$ cat src/rtl/hub75_pkg.sv
// Shared types and geometry for the HUB75 64x64 scan controller.
package hub75_pkg;

    localparam int unsigned PANEL_W    = 64;
    localparam int unsigned PANEL_ROWS = 32;
    localparam int unsigned FRAME_W    = 13;
    localparam int unsigned SUBFRAME_W = 8;

    localparam int unsigned COL_W  = $clog2(PANEL_W);
    localparam int unsigned ROW_W  = $clog2(PANEL_ROWS);
    localparam int unsigned SHOW_W = 12;

    typedef enum logic [2:0] {
        IDLE,
        UPPER,
        LOWER,
        SETUP,
        CLKHI,
        BLANK,
        LATCH,
        SHOW
    } state_t;

endpackage

$ cat src/rtl/hub75_scan_counters.sv
// Cascaded row -> subframe -> frame counters, stepped once per displayed row.
module hub75_scan_counters
    import hub75_pkg::*;
(
    input  logic                  clk,
    input  logic                  rst_n,
    input  logic                  advance_i,
    output logic [ROW_W-1:0]      row_o,
    output logic [SUBFRAME_W-1:0] subframe_o,
    output logic [FRAME_W-1:0]    frame_o
);

    logic [ROW_W-1:0]      row_q;
    logic [SUBFRAME_W-1:0] subframe_q;
    logic [FRAME_W-1:0]    frame_q;

    // NOTE: non-blocking updates let each stage test the pre-increment value of the stage below.
    always_ff @(posedge clk or negedge rst_n) begin
        if (!rst_n) begin
            row_q      <= '0;
            subframe_q <= '0;
            frame_q    <= '0;
        end else if (advance_i) begin
            row_q <= row_q + 1'b1;
            if (row_q == ROW_W'(PANEL_ROWS - 1)) begin
                subframe_q <= subframe_q + 1'b1;
                if (subframe_q == '1) begin
                    frame_q <= frame_q + 1'b1;
                end
            end
        end
    end

    assign row_o      = row_q;
    assign subframe_o = subframe_q;
    assign frame_o    = frame_q;

endmodule

$ cat src/rtl/hub75_scanner.sv
// HUB75 64x64 scanner: drives the painter, shifts both panel halves, latches and shows each row pair.
// Optional macro HUB75_SCANNER_DIM_EN adds a brightness input that shortens the lit part of SHOW.
module hub75_scanner
    import hub75_pkg::*;
#(
    parameter int unsigned SHOW_CYCLES = 512
) (
    input  logic        clk,
    input  logic        reset,
    input  logic        enable,
`ifdef HUB75_SCANNER_DIM_EN
    input  logic [7:0]  brightness,
`endif
    input  logic [2:0]  rgb,
    output logic [5:0]  x,
    output logic [5:0]  y,
    output logic [12:0] frame,
    output logic [7:0]  subframe,
    output logic [2:0]  hub_rgb0,
    output logic [2:0]  hub_rgb1,
    output logic [4:0]  hub_addr,
    output logic        hub_clk,
    output logic        hub_lat,
    output logic        hub_oe_n,
    output logic        frame_start
);

    state_t            state_q;
    logic [COL_W-1:0]  col_q;
    logic [2:0]        upper_q;
    logic [SHOW_W-1:0] show_cnt_q;
    logic [5:0]        x_q, y_q;
    logic [2:0]        hub_rgb0_q, hub_rgb1_q;
    logic [4:0]        hub_addr_q;
    logic              hub_clk_q, hub_lat_q, hub_oe_n_q, frame_start_q;

    logic [ROW_W-1:0]  row;
    logic [COL_W-1:0]  col_d;
    logic [ROW_W-1:0]  row_d;
    logic              show_last;
    logic              advance;

    assign col_d     = col_q + 1'b1;
    assign row_d     = row + 1'b1;
    assign show_last = (show_cnt_q == SHOW_W'(SHOW_CYCLES - 1));
    assign advance   = (state_q == SHOW) && show_last;

    hub75_scan_counters u_counters (
        .clk        (clk),
        .rst_n      (reset),
        .advance_i  (advance),
        .row_o      (row),
        .subframe_o (subframe),
        .frame_o    (frame)
    );

`ifdef HUB75_SCANNER_DIM_EN
    logic [19:0]       dim_prod;
    logic [SHOW_W-1:0] on_cycles;
    logic [SHOW_W-1:0] on_q;

    assign dim_prod  = 20'(brightness) * 20'(SHOW_CYCLES);
    assign on_cycles = SHOW_W'(dim_prod >> 8);
`endif

    // NOTE: the asynchronous clear raises hub_oe_n without waiting for a clock, blanking the panel at once.
    always_ff @(posedge clk or negedge reset) begin
        if (!reset) begin
            state_q       <= IDLE;
            col_q         <= '0;
            upper_q       <= '0;
            show_cnt_q    <= '0;
            x_q           <= '0;
            y_q           <= '0;
            hub_rgb0_q    <= '0;
            hub_rgb1_q    <= '0;
            hub_addr_q    <= '0;
            hub_clk_q     <= 1'b0;
            hub_lat_q     <= 1'b0;
            hub_oe_n_q    <= 1'b1;
            frame_start_q <= 1'b0;
`ifdef HUB75_SCANNER_DIM_EN
            on_q          <= '0;
`endif
        end else begin
            frame_start_q <= 1'b0;
            case (state_q)
                IDLE: begin
                    if (enable) begin
                        state_q       <= UPPER;
                        x_q           <= col_q;
                        y_q           <= {1'b0, row};
                        frame_start_q <= (row == '0);
                    end
                end
                UPPER: begin
                    upper_q <= rgb;
                    y_q     <= {1'b1, row};
                    state_q <= LOWER;
                end
                LOWER: begin
                    hub_rgb0_q <= upper_q;
                    hub_rgb1_q <= rgb;
                    state_q    <= SETUP;
                end
                SETUP: begin
                    hub_clk_q <= 1'b1;
                    state_q   <= CLKHI;
                end
                CLKHI: begin
                    hub_clk_q <= 1'b0;
                    col_q     <= col_d;
                    if (col_q == COL_W'(PANEL_W - 1)) begin
                        hub_addr_q <= row;
                        state_q    <= BLANK;
                    end else begin
                        x_q     <= col_d;
                        y_q     <= {1'b0, row};
                        state_q <= UPPER;
                    end
                end
                BLANK: begin
                    hub_lat_q <= 1'b1;
                    state_q   <= LATCH;
                end
                LATCH: begin
                    hub_lat_q  <= 1'b0;
                    show_cnt_q <= '0;
                    state_q    <= SHOW;
`ifdef HUB75_SCANNER_DIM_EN
                    on_q       <= on_cycles;
                    hub_oe_n_q <= (on_cycles == '0);
`else
                    hub_oe_n_q <= 1'b0;
`endif
                end
                SHOW: begin
                    if (show_last) begin
                        hub_oe_n_q <= 1'b1;
                        if (enable) begin
                            state_q       <= UPPER;
                            x_q           <= '0;
                            y_q           <= {1'b0, row_d};
                            frame_start_q <= (row_d == '0);
                        end else begin
                            state_q <= IDLE;
                        end
                    end else begin
                        show_cnt_q <= show_cnt_q + 1'b1;
`ifdef HUB75_SCANNER_DIM_EN
                        hub_oe_n_q <= !((show_cnt_q + 1'b1) < on_q);
`endif
                    end
                end
                default: state_q <= IDLE;
            endcase
        end
    end

    assign x           = x_q;
    assign y           = y_q;
    assign hub_rgb0    = hub_rgb0_q;
    assign hub_rgb1    = hub_rgb1_q;
    assign hub_addr    = hub_addr_q;
    assign hub_clk     = hub_clk_q;
    assign hub_lat     = hub_lat_q;
    assign hub_oe_n    = hub_oe_n_q;
    assign frame_start = frame_start_q;

endmodule

$ cat config.mk
export PLATFORM = sky130hd
export DESIGN_NAME = hub75_scanner
export DESIGN_NICKNAME = d
export VERILOG_FILES = /design/src/rtl/hub75_pkg.sv /design/src/rtl/hub75_scan_counters.sv /design/src/rtl/hub75_scanner.sv
export SDC_FILE = /design/constraint.sdc
export NUM_CORES = 1
export LEC_CHECK = 0
export ABC_AREA = 0
export ABC_CLOCK_PERIOD_IN_PS = 2300
export CAP_MARGIN = 20
export CORE_MARGIN = 2
export CORE_UTILIZATION = 55
export DETAILED_ROUTE_END_ITERATION = 6
export DONT_BUFFER_PORTS = 1
export GPL_ROUTABILITY_DRIVEN = 0
export GPL_TIMING_DRIVEN = 0
export PLACE_DENSITY = 0.73
export SETUP_SLACK_MARGIN = 0.2
export SYNTH_ARGS = -nofsm -noshare
export SYNTH_HDL_FRONTEND = slang
export SYNTH_HIERARCHICAL = 1
export SYNTH_SLANG_ARGS = --single-unit
$ cat constraint.sdc
create_clock -name clk -period 2.3 [get_ports clk]
set_clock_uncertainty 0.15 [all_clocks]
set_input_delay 0 -clock clk [delete_from_list [all_inputs] [get_ports clk]]
set_output_delay 0 -clock clk [all_outputs]
set_load 0.01 [all_outputs]
== Yosys cells after proc, flatten, opt, wreduce, memory -nomap -nowiden ==
Index checks and enable logic that the tools add are counted.
Cells by class
  equal/unequal tests: 16
  order comparisons: 0
  bitwise operators: 0
  shift operators: 0
  multiply operators: 0
  reductions and logical operators: 17
  mux-type cells: 25
  add/subtract/negate cells: 5
  div/mod/pow operators: 0
Operators by type and width (count)
  6-bit two-way mux: 8
  12-bit case mux with 2 select lines: 1
  3-bit case mux with 8 select lines: 1
  6-bit case mux with 4 select lines: 1
  6-bit case mux with 3 select lines: 1
  13-bit by 1-bit adder with 13-bit output (second input constant): 1
  12-bit by 1-bit adder with 12-bit output (second input constant): 1
  12-bit by 9-bit equality test with 1-bit output (second input constant): 1
  3-bit equality test (second input constant): 4
  12-bit two-way mux: 1
  5-bit logical NOT: 2
  2-bit != test (second input constant): 5
  2-bit AND reduction: 5
  5-bit AND reduction: 2
  3-bit two-way mux: 3
  8-bit by 1-bit adder with 8-bit output (second input constant): 1
  8-bit equality test (second input constant): 1
  1-bit case mux with 2 select lines: 4
  6-bit by 1-bit adder with 6-bit output (second input constant): 1
  3-bit by 2-bit equality test with 1-bit output (second input constant): 2
  6-bit equality test (second input constant): 1
  2-bit nonzero test: 3
  5-bit by 1-bit adder with 5-bit output (second input constant): 1
  5-bit equality test (second input constant): 1
  other kinds (7): 11
Word-level totals
  output and inout port bits: 48
  register bits after elaboration: 77
  memory bits (writable): 0
  bits in read-only memories: 0
  logic and storage cells: 79
  bits in latches: 0
  input bits: 6
  memories: 0

== Longest topological paths before layout ==
Gate-level depths: netlist (run 1).
  depth after elaboration: 5
  mapped depth: 8

== By module ==
The synthesis (run 1) kept the hierarchy.
Modules (own cells, without submodules)
  hub75_scanner: area an instance 2593.7 sq um, cells each 240, sequential area each 1277.5 sq um, times used 1
  hub75_scan_counters: area an instance 1201.2 sq um, cells each 91, sequential area each 650.6 sq um, times used 1

== Worst setup path after synthesis (run 1) ==
OpenSTA, ideal clock, no wires.
  path type: register to register
  start: reg show_cnt_q[9]
  end: reg u_counters.frame_q[1] (netlist: u_counters/frame_o[1])
  arrival: 2.068 ns
  slack: -0.043 ns
  setup time: 0.125 ns
  stages on the path, launching flop included: 7
  cells stage by stage: dfrtp_1 > or3_4 > nor4_4 > buf_6 > nand3_4 > nor3_4 > mux2_2
Between the ends
  longest elaborated chain between the ends: 3
Ends and longest elaborated chain
  start: declaration: line hub75_scanner.sv:31  | logic [SHOW_W-1:0] show_cnt_q;
  start signal: assignment: line hub75_scanner.sv:149  | show_cnt_q <= show_cnt_q + 1'b1;
  12-bit by 9-bit equality test with 1-bit output: line hub75_scanner.sv:45  | assign show_last = (show_cnt_q == SHOW_W'(SHOW_CYCLES - 1));
  1-bit logical AND: line hub75_scanner.sv:46  | assign advance = (state_q == SHOW) && show_last;
  named net advance: line hub75_scanner.sv:41  | logic advance;
  3-bit AND reduction (no source line)
  end signal: assignment: line hub75_scan_counters.sv:28  | frame_q <= frame_q + 1'b1;
  end: declaration: line hub75_scan_counters.sv:15  | logic [FRAME_W-1:0] frame_q;
The timed path passes the listed nets, and every way through them passes these cells.
A chain may end at the register's enable or synchronous reset.

== Worst setup path after layout (run 1) ==
  start: reg show_cnt_q[0]
  end: reg u_counters.frame_q[5] (netlist: u_counters/frame_o[5])
Same word-level chain as after synthesis.

==> metrics.csv, run 1 <==
stage,metric,value,unit
global_routing,All-Layer GR Usage,0.2173,
global_routing,antenna violations before repair,0,
floorplan,Site Rows,30,
power,Power Internal,1.983,mW
floorplan,Die ar.,0.007580,mm^2
power,Pwr Density,546.0,mW/mm^2
clock_network,deepest clock path buffer count,2,
power,sw frac,0.2137,
power,sequential share of power,0.543,
critical_path,crit-path cells,ha_2 -> nand4_1 -> nor4_4 -> buf_6 -> nand3_4 -> buf_6 -> nor4_4 -> buf_6 -> nand3_4 -> xnor2_2,
logic_synthesis,syn_nets,346,
finish,antenna fix cells,0,
timing,RSZ-0062 raised after global routing,yes,
logic_synthesis,largest cells by area after synthesis,"dfrtp_1, mux2_2, xnor2_1",
outcome,status,"finished, violations left",
job,Max-Cap Viols,0,
clock_network,CTS tree,done,
clock_network,clk sinks,77,
place,port buffer count,0,
critical_path,"slowest stage delay, CP",0.38,ns
critical_path,Setup crit end kind,flop,
floorplan,core box area,0.006719,mm^2
floorplan,Die Span Y,87.07,um
critical_path,"reg-to-reg slack, setup",-0.01,ns
critical_path,slowest CP cell,nor4_4,
place,dpl hpwl,4804,um
outcome,failing checks,negative setup slack,
logic_synthesis,number of synthesized flops with an enable pin,0,
finish,"non-filler cells, final",458,
logic_synthesis,Netlist cell types,54,
critical_path,most frequent CP cell,buf_6,
power,Lkg Pwr,2.160,nW
routing,WL per Instance,17.08,um
critical_path,critical path launch point type,flop,
global_routing,global-route wire length before repair,12570,um
logic_synthesis,Yosys reg bits,77,
routing,Detailed Route WL,7821,um
power,Worst VDD drop,305.1,uV
clock_network,CTS root buf,clkbuf_8,
finish,nets,388,
routing,drt pass-1 iters,4,
timing,final hold violation count,0,
min_path,HP Class,in -> async,
logic_synthesis,"area leader, netlist",dfrtp_1,
logic_synthesis,Post-synth ARST share,1.000,
power,Clk network pwr share,0.438,
routing,Via-to-Cell Ratio,5.906,
critical_path,Crit path required time,2.38,ns
routing,post-route ant nets,0,
timing,Slew Limit Headroom,0.6099,
timing,min Tclk post-route,2.312,ns
logic_synthesis,top cell type's share of synthesized area,0.5012,
timing,setup ws final,-0.01151,ns
clock_network,CTS buffer count,9,
floorplan,Initial Util,0.5648,
global_routing,largest net degree at the start of global routing,78,
routing,DRC,0,
clock_network,CTS H-tree depth,3,
logic_synthesis,Syn Area/Cell,11.46,um^2
finish,share of cells above drive strength 1,0.3042,
finish,area delta synth->final,21.69,%
floorplan,io pins,54,
timing,Slew Limit Fails,0,
floorplan,Die Width,87.07,um
timing,fmax,0.4326,GHz
global_routing,vias in the first global route,2720,
place,worst slack at placement,-0.3876,ns
clock_network,clock transition at the registers of the reported paths,0.08,ns
timing,slew of the pin with the lowest slew margin,0.5816,ns
power,power share of the combinational group,0.020,
timing,period utilization,1.005,
routing,Vias,2705,
place,DP Cell Count,411,
critical_path,WP data arrival,2.40,ns
logic_synthesis,Post-Synthesis Cell Area,0.003795,mm^2
logic_synthesis,prevailing post-synth register cell,dfrtp_1,
critical_path,CP Class,reg -> reg,
logic_synthesis,Mapped Cells,331,
critical_path,"Max FO, Critical Path",5,
global_routing,total grt overflow,0,
routing,Starting DRT DRC Count,119,
clock_network,clk_lat worst skew,0.35,ns
logic_synthesis,sequential fraction of the synthesis area,0.5081,
power,sw power,0.5389,mW
timing,Setup-failing EPs final,1,
logic_synthesis,Syn. warnings,6,
==> cell usage after synthesis (2+ instances only) <==
library cell / number
a22o_1: 2
nor2_1: 11
mux2_2: 26
and2_1: 3
nand2_1: 30
nand4_1: 10
ha_1: 9
a31oi_1: 5
nor4_4: 2
nor3_1: 6
dfrtp_1: 76
mux2i_1: 9
o31ai_1: 2
inv_1: 9
clkbuf_1: 9
and3_1: 5
buf_2: 4
nor3b_1: 4
nor4_1: 4
a21oi_1: 6
xnor2_1: 30
nand3_1: 18
and4_1: 2
and3_2: 2
or2_2: 2
o21ai_0: 10
xor2_1: 8
==> stage by stage <==
step | util | hold slack [ns] | setup TNS [ns] | power, mW | cell area [um^2]
finish | 0.6873 | 0.05047 | -0.01151 | 2.521 | 4618
global route | 0.6873 | 0.09285 | -0.7536 | 2.613 | 4618
CTS | 0.6641 | 0.04570 | -0.3262 | 2.548 | 4462
detailed placement | 0.5797 | -0.4441 | -4.660 | 1.405 | 3895
global placement | 0.5797 | -0.4442 | -3.863 | 1.404 | 3895
floorplan | - | -0.4456 | -0.01637 | 1.402 | 3795
==> power groups by stage <==
stage          combinational [mW]  sequential (mW)  clock, mW
6_report                   0.0499             1.37       1.10
5_1_grt                    0.0572             1.37       1.19
4_1_cts                    0.0516             1.37       1.13
3_5_place_dp              0.00937             1.40          0
3_3_place_gp              0.00880             1.40          0
2_1_floorplan             0.00859             1.39          0
==> timing repair <==
action                                 in CTS  in global routing
pin swaps                                  15                 15
endpoints found under the hold margin      94                  0
resized for setup                          26                 26
buffers inserted                           20                  6
hold buffers                                6                  0
setup endpoints to repair                  45                 50
==> metal layers <==
metal  wire length (um)  global-route usage  vias up
li1                   -                   -     1264
met1               3338              0.2652     1337
met2               3848              0.3532       88
met3                471             0.05687       16
met4                163              0.1136        0
met5                  0                   0        -
==> worst max-delay path: cells and delay by family (launching register included) <==
family	cells	cell delay, ns
AND/OR/NAND/NOR	5	0.86
buffers and inverters	3	0.48
flip-flops	1	0.37
adder cells (fa/ha/maj)	1	0.19
XOR/XNOR	1	0.16
==> area by class of cell <==
type | count | area [um^2]
Inverter | 9 | 33.78
Multi-Input combinational cell | 230 | 1941
Timing Repair Buffer | 32 | 327.8
Buffer | 14 | 73.82
Fill cell | 447 | 2101
Tap cell | 80 | 100.1
Clock inverter | 7 | 90.09
Clock buffer | 9 | 123.9
Sequential cell | 77 | 1928
==> worst paths after layout <==
check                              startpoint                        to  depth (start not counted)
worst max-delay path            show_cnt_q[0]     u_counters/frame_o[5]                         10
min in group clk                       rgb[2]                upper_q[2]                          2
worst min-delay path                    reset  u_counters/subframe_o[3]                          2
max in group asynchronous               reset                  hub_oe_n                          2
worst min register to register     upper_q[2]               hub_rgb0[2]                          1
worst max register to register  show_cnt_q[0]     u_counters/frame_o[5]                         10
==> registers in the layout (all words and copies together), names as in the netlist, 3 cells and up <==
name,cells
col_q,6
hub_addr,5
hub_rgb0,3
hub_rgb1,3
show_cnt_q,12
state_q,3
u_counters/frame_o,13
u_counters/row_o,5
u_counters/subframe_o,8
upper_q,3
x,6
y,6
==> cells by family (layout without fill, tap and decap cells) <==
family	Yosys count	count (layout)	synth area share
and+or+nand+nor	111	111	0.1780
DFF	77	77	0.5081
xor gates and xnor gates	38	38	0.08770
AOI/OAI and AO/OA	37	37	0.06858
muxes	35	35	0.1009
buffers and inverters	24	71	0.02703
adders and majority gates	9	9	0.02967
==> cell usage in the layout, fill, tap and decap left out, drive strengths merged, types with 6 or more instances in the layout <==
master,Yosys,routed
o21ai,11,11
nor3,7,7
inv,9,9
nand2,31,31
a21oi,6,6
nor2,11,11
mux2i,9,9
buf,6,33
xnor2,30,30
clkbuf,9,17
a31oi,6,6
mux2,26,26
ha,9,9
and3,7,7
nand3,20,20
nor4,6,6
xor2,8,8
nand4,12,12
dfrtp,76,76
No activity file was read; power rests on OpenSTA's default activity.
==> inputs of run 2 (changes only) <==
CAP_MARGIN = default   (was 20)
PLACE_DENSITY = 0.77   (was 0.73)
==> metrics.csv, run 2 (synthesis gave the netlist of run 1 again) <==
stage,metric,value,unit,change
place,dpl hpwl,4687,um,-2.4%
global_routing,antenna violations before repair,0,,unchanged
finish,"non-filler cells, final",466,,+1.7%
power,Clk network pwr share,0.389,,-0.049
finish,max reg flops,13,,unchanged
clock_network,clk sinks,77,,unchanged
power,Power Internal,1.777,mW,-10%
critical_path,"reg-to-reg slack, setup",0.07,ns,+0.08 ns
outcome,status,"finished, final reports clean",,
clock_network,CTS tree,done,,
routing,drt pass-1 iters,4,,unchanged
timing,period utilization,0.9710,,-0.03400
timing,setup ws final,0.06669,ns,+0.07819 ns
timing,Slew Limit Fails,0,,unchanged
power,sw frac,0.2342,,+0.02047
routing,WL per Instance,16.40,um,-4.0%
floorplan,Die Span Y,87.07,um,unchanged
global_routing,largest net degree at the start of global routing,78,,unchanged
timing,fmax,0.4478,GHz,+3.5%
critical_path,critical path launch point type,flop,,
timing,final hold violation count,0,,unchanged
routing,DRC,0,,unchanged
clock_network,deepest clock path buffer count,2,,unchanged
routing,Starting DRT DRC Count,120,,+0.84%
clock_network,CTS H-tree depth,3,,unchanged
clock_network,clock transition at the registers of the reported paths,0.09,ns,about the same
timing,RSZ-0062 raised after global routing,yes,,
floorplan,Site Rows,30,,unchanged
critical_path,Setup crit end kind,flop,,
routing,Detailed Route WL,7642,um,-2.3%
place,placed cell area,0.003895,mm^2,unchanged
routing,post-route ant nets,0,,unchanged
min_path,min-delay src,enable,,
clock_network,clk_lat worst skew,0.35,ns,about the same
floorplan,core box area,0.006719,mm^2,unchanged
critical_path,crit path launch,show_cnt_q[10],,
critical_path,R2R Path End,u_counters/subframe_o[7],,
power,sw power,0.5436,mW,+0.87%
place,DP Cell Count,411,,unchanged
global_routing,total grt overflow,0,,unchanged
timing,slew of the pin with the lowest slew margin,0.6222,ns,+0.04054 ns
routing,Via-to-Cell Ratio,5.749,,-2.7%
timing,Setup-failing EPs final,0,,-1
min_path,Hold Crit Endpoint,x[0],,
job,Max-Cap Viols,0,,unchanged
floorplan,Initial Util,0.5648,,unchanged
timing,Slew Limit Headroom,0.5827,,-0.02719
global_routing,global-route wire length before repair,12110,um,-3.7%
finish,nets,396,,+2.1%
critical_path,Crit path required time,2.39,ns,about the same
global_routing,All-Layer GR Usage,0.2027,,-0.01453
critical_path,reg2reg path depth,9,,-1
finish,share of cells above drive strength 1,0.3057,,+0.001467
power,Pwr Density,503.5,mW/mm^2,-7.8%
min_path,HP Class,in -> reg,,
clock_network,CTS root buf,clkbuf_8,,
finish,antenna fix cells,0,,unchanged
finish,most frequent cells in the layout,"dfrtp_1, xnor2_1, nand2_1",,
critical_path,WP data arrival,2.32,ns,-0.08 ns
global_routing,vias in the first global route,2579,,-5.2%
min_path,hold path cells,4,,
place,port buffer count,0,,unchanged
floorplan,Die ar.,0.007580,mm^2,unchanged
floorplan,Die Width,87.07,um,unchanged
power,Lkg Pwr,2.123,nW,-1.7%
finish,post-route cell area,0.004609,mm^2,-0.19%
finish,area delta synth->final,21.46,%,
timing,min Tclk post-route,2.233,ns,-0.07819 ns
floorplan,io pins,54,,unchanged
routing,Vias,2679,,-0.96%
critical_path,FF-to-FF Start,show_cnt_q[10],,
timing,setup TNS,0,ns,+0.01151 ns
power,sequential share of power,0.589,,+0.046
clock_network,CTS buffer count,9,,unchanged
power,Worst VDD drop,346.4,uV,+14%
critical_path,CP Class,reg -> reg,,
place,worst slack at placement,-0.3501,ns,+0.03752 ns
finish,Layout Utilization,0.6860,,-0.001303
critical_path,"Max FO, Critical Path",3,,-2
finish,"commonest non-fill, non-tap cell in the layout",dfrtp_1,,
power,power share of the combinational group,0.022,,+0.002
run 2: changes by cell type in the layout (fill, tap and decap cells not counted), moves of 3 or more:
cell / delta
xnor2_2: -3
buf_4: +6
xnor2_1: +3
nand2_1: +3
clkinv_4: +3
run 2: stage by stage:
stage | power [mW] | hold slack [ns]
5_1_grt | 2.397 | 0.01608
2_1_floorplan | 1.402 | -0.4456
3_5_place_dp | 1.405 | -0.4433
6_report | 2.321 | 0.01591
4_1_cts | 2.345 | 0.008227
3_3_place_gp | 1.404 | -0.4432
run 2: how the worst max path moves through the flow:
stage,cells after the start,slack [ns],to
floorplan,6,-0.02,u_counters/frame_o[1]
global placement,7,-0.31,u_counters/frame_o[1]
detailed placement,7,-0.35,u_counters/frame_o[1]
CTS,7,-0.02,u_counters/frame_o[3]
global route,10,-0.05,u_counters/subframe_o[5]
finish,9,0.07,u_counters/subframe_o[7]
run 2: routing by layer:
layer	track usage	up-vias	part of all wire
li1	-	1272	-
met1	0.2634	1331	0.44
met2	0.3269	65	0.50
met3	0.03981	11	0.042
met4	0.09375	0	0.019
met5	0	-	0
run 2: timing repair:
action,in CTS,in global routing
endpoints found under the setup margin,45,47
buffers inserted,20,12
gates resized for setup,29,21
pin swaps,19,19
gates cloned,0,1
hold buffers,6,0
hold endpoints to repair,94,0
run 2: power groups by stage:
stage                     combinational [mW]  sequential (mW)  clock (mW)
after CTS                             0.0518             1.37       0.925
after floorplan                      0.00859             1.39           0
after detailed placement             0.00962             1.40           0
after global placement               0.00891             1.39           0
after global routing                  0.0568             1.37       0.972
final                                 0.0501             1.37       0.903
run 2: area by class of cell:
class	count	area, um^2
buffer	15	87.58
multi-input combinational	230	1912
fill	461	2110
sequential	77	1931
clock buffer	10	127.6
clock inverter	6	47.55
timing repair buffer	39	370.4
tap	80	100.1
inverter	9	33.78
run 2: critical path, stage by stage, from the launching register on:
cell and delay [ns]:
dfrtp_1 0.39, or3_4 0.41, nor4_4 0.27, buf_6 0.15, nand3_4 0.11, buf_6 0.15
buf_6 0.12, nor2_4 0.15, nand3_2 0.10, xnor2_1 0.15
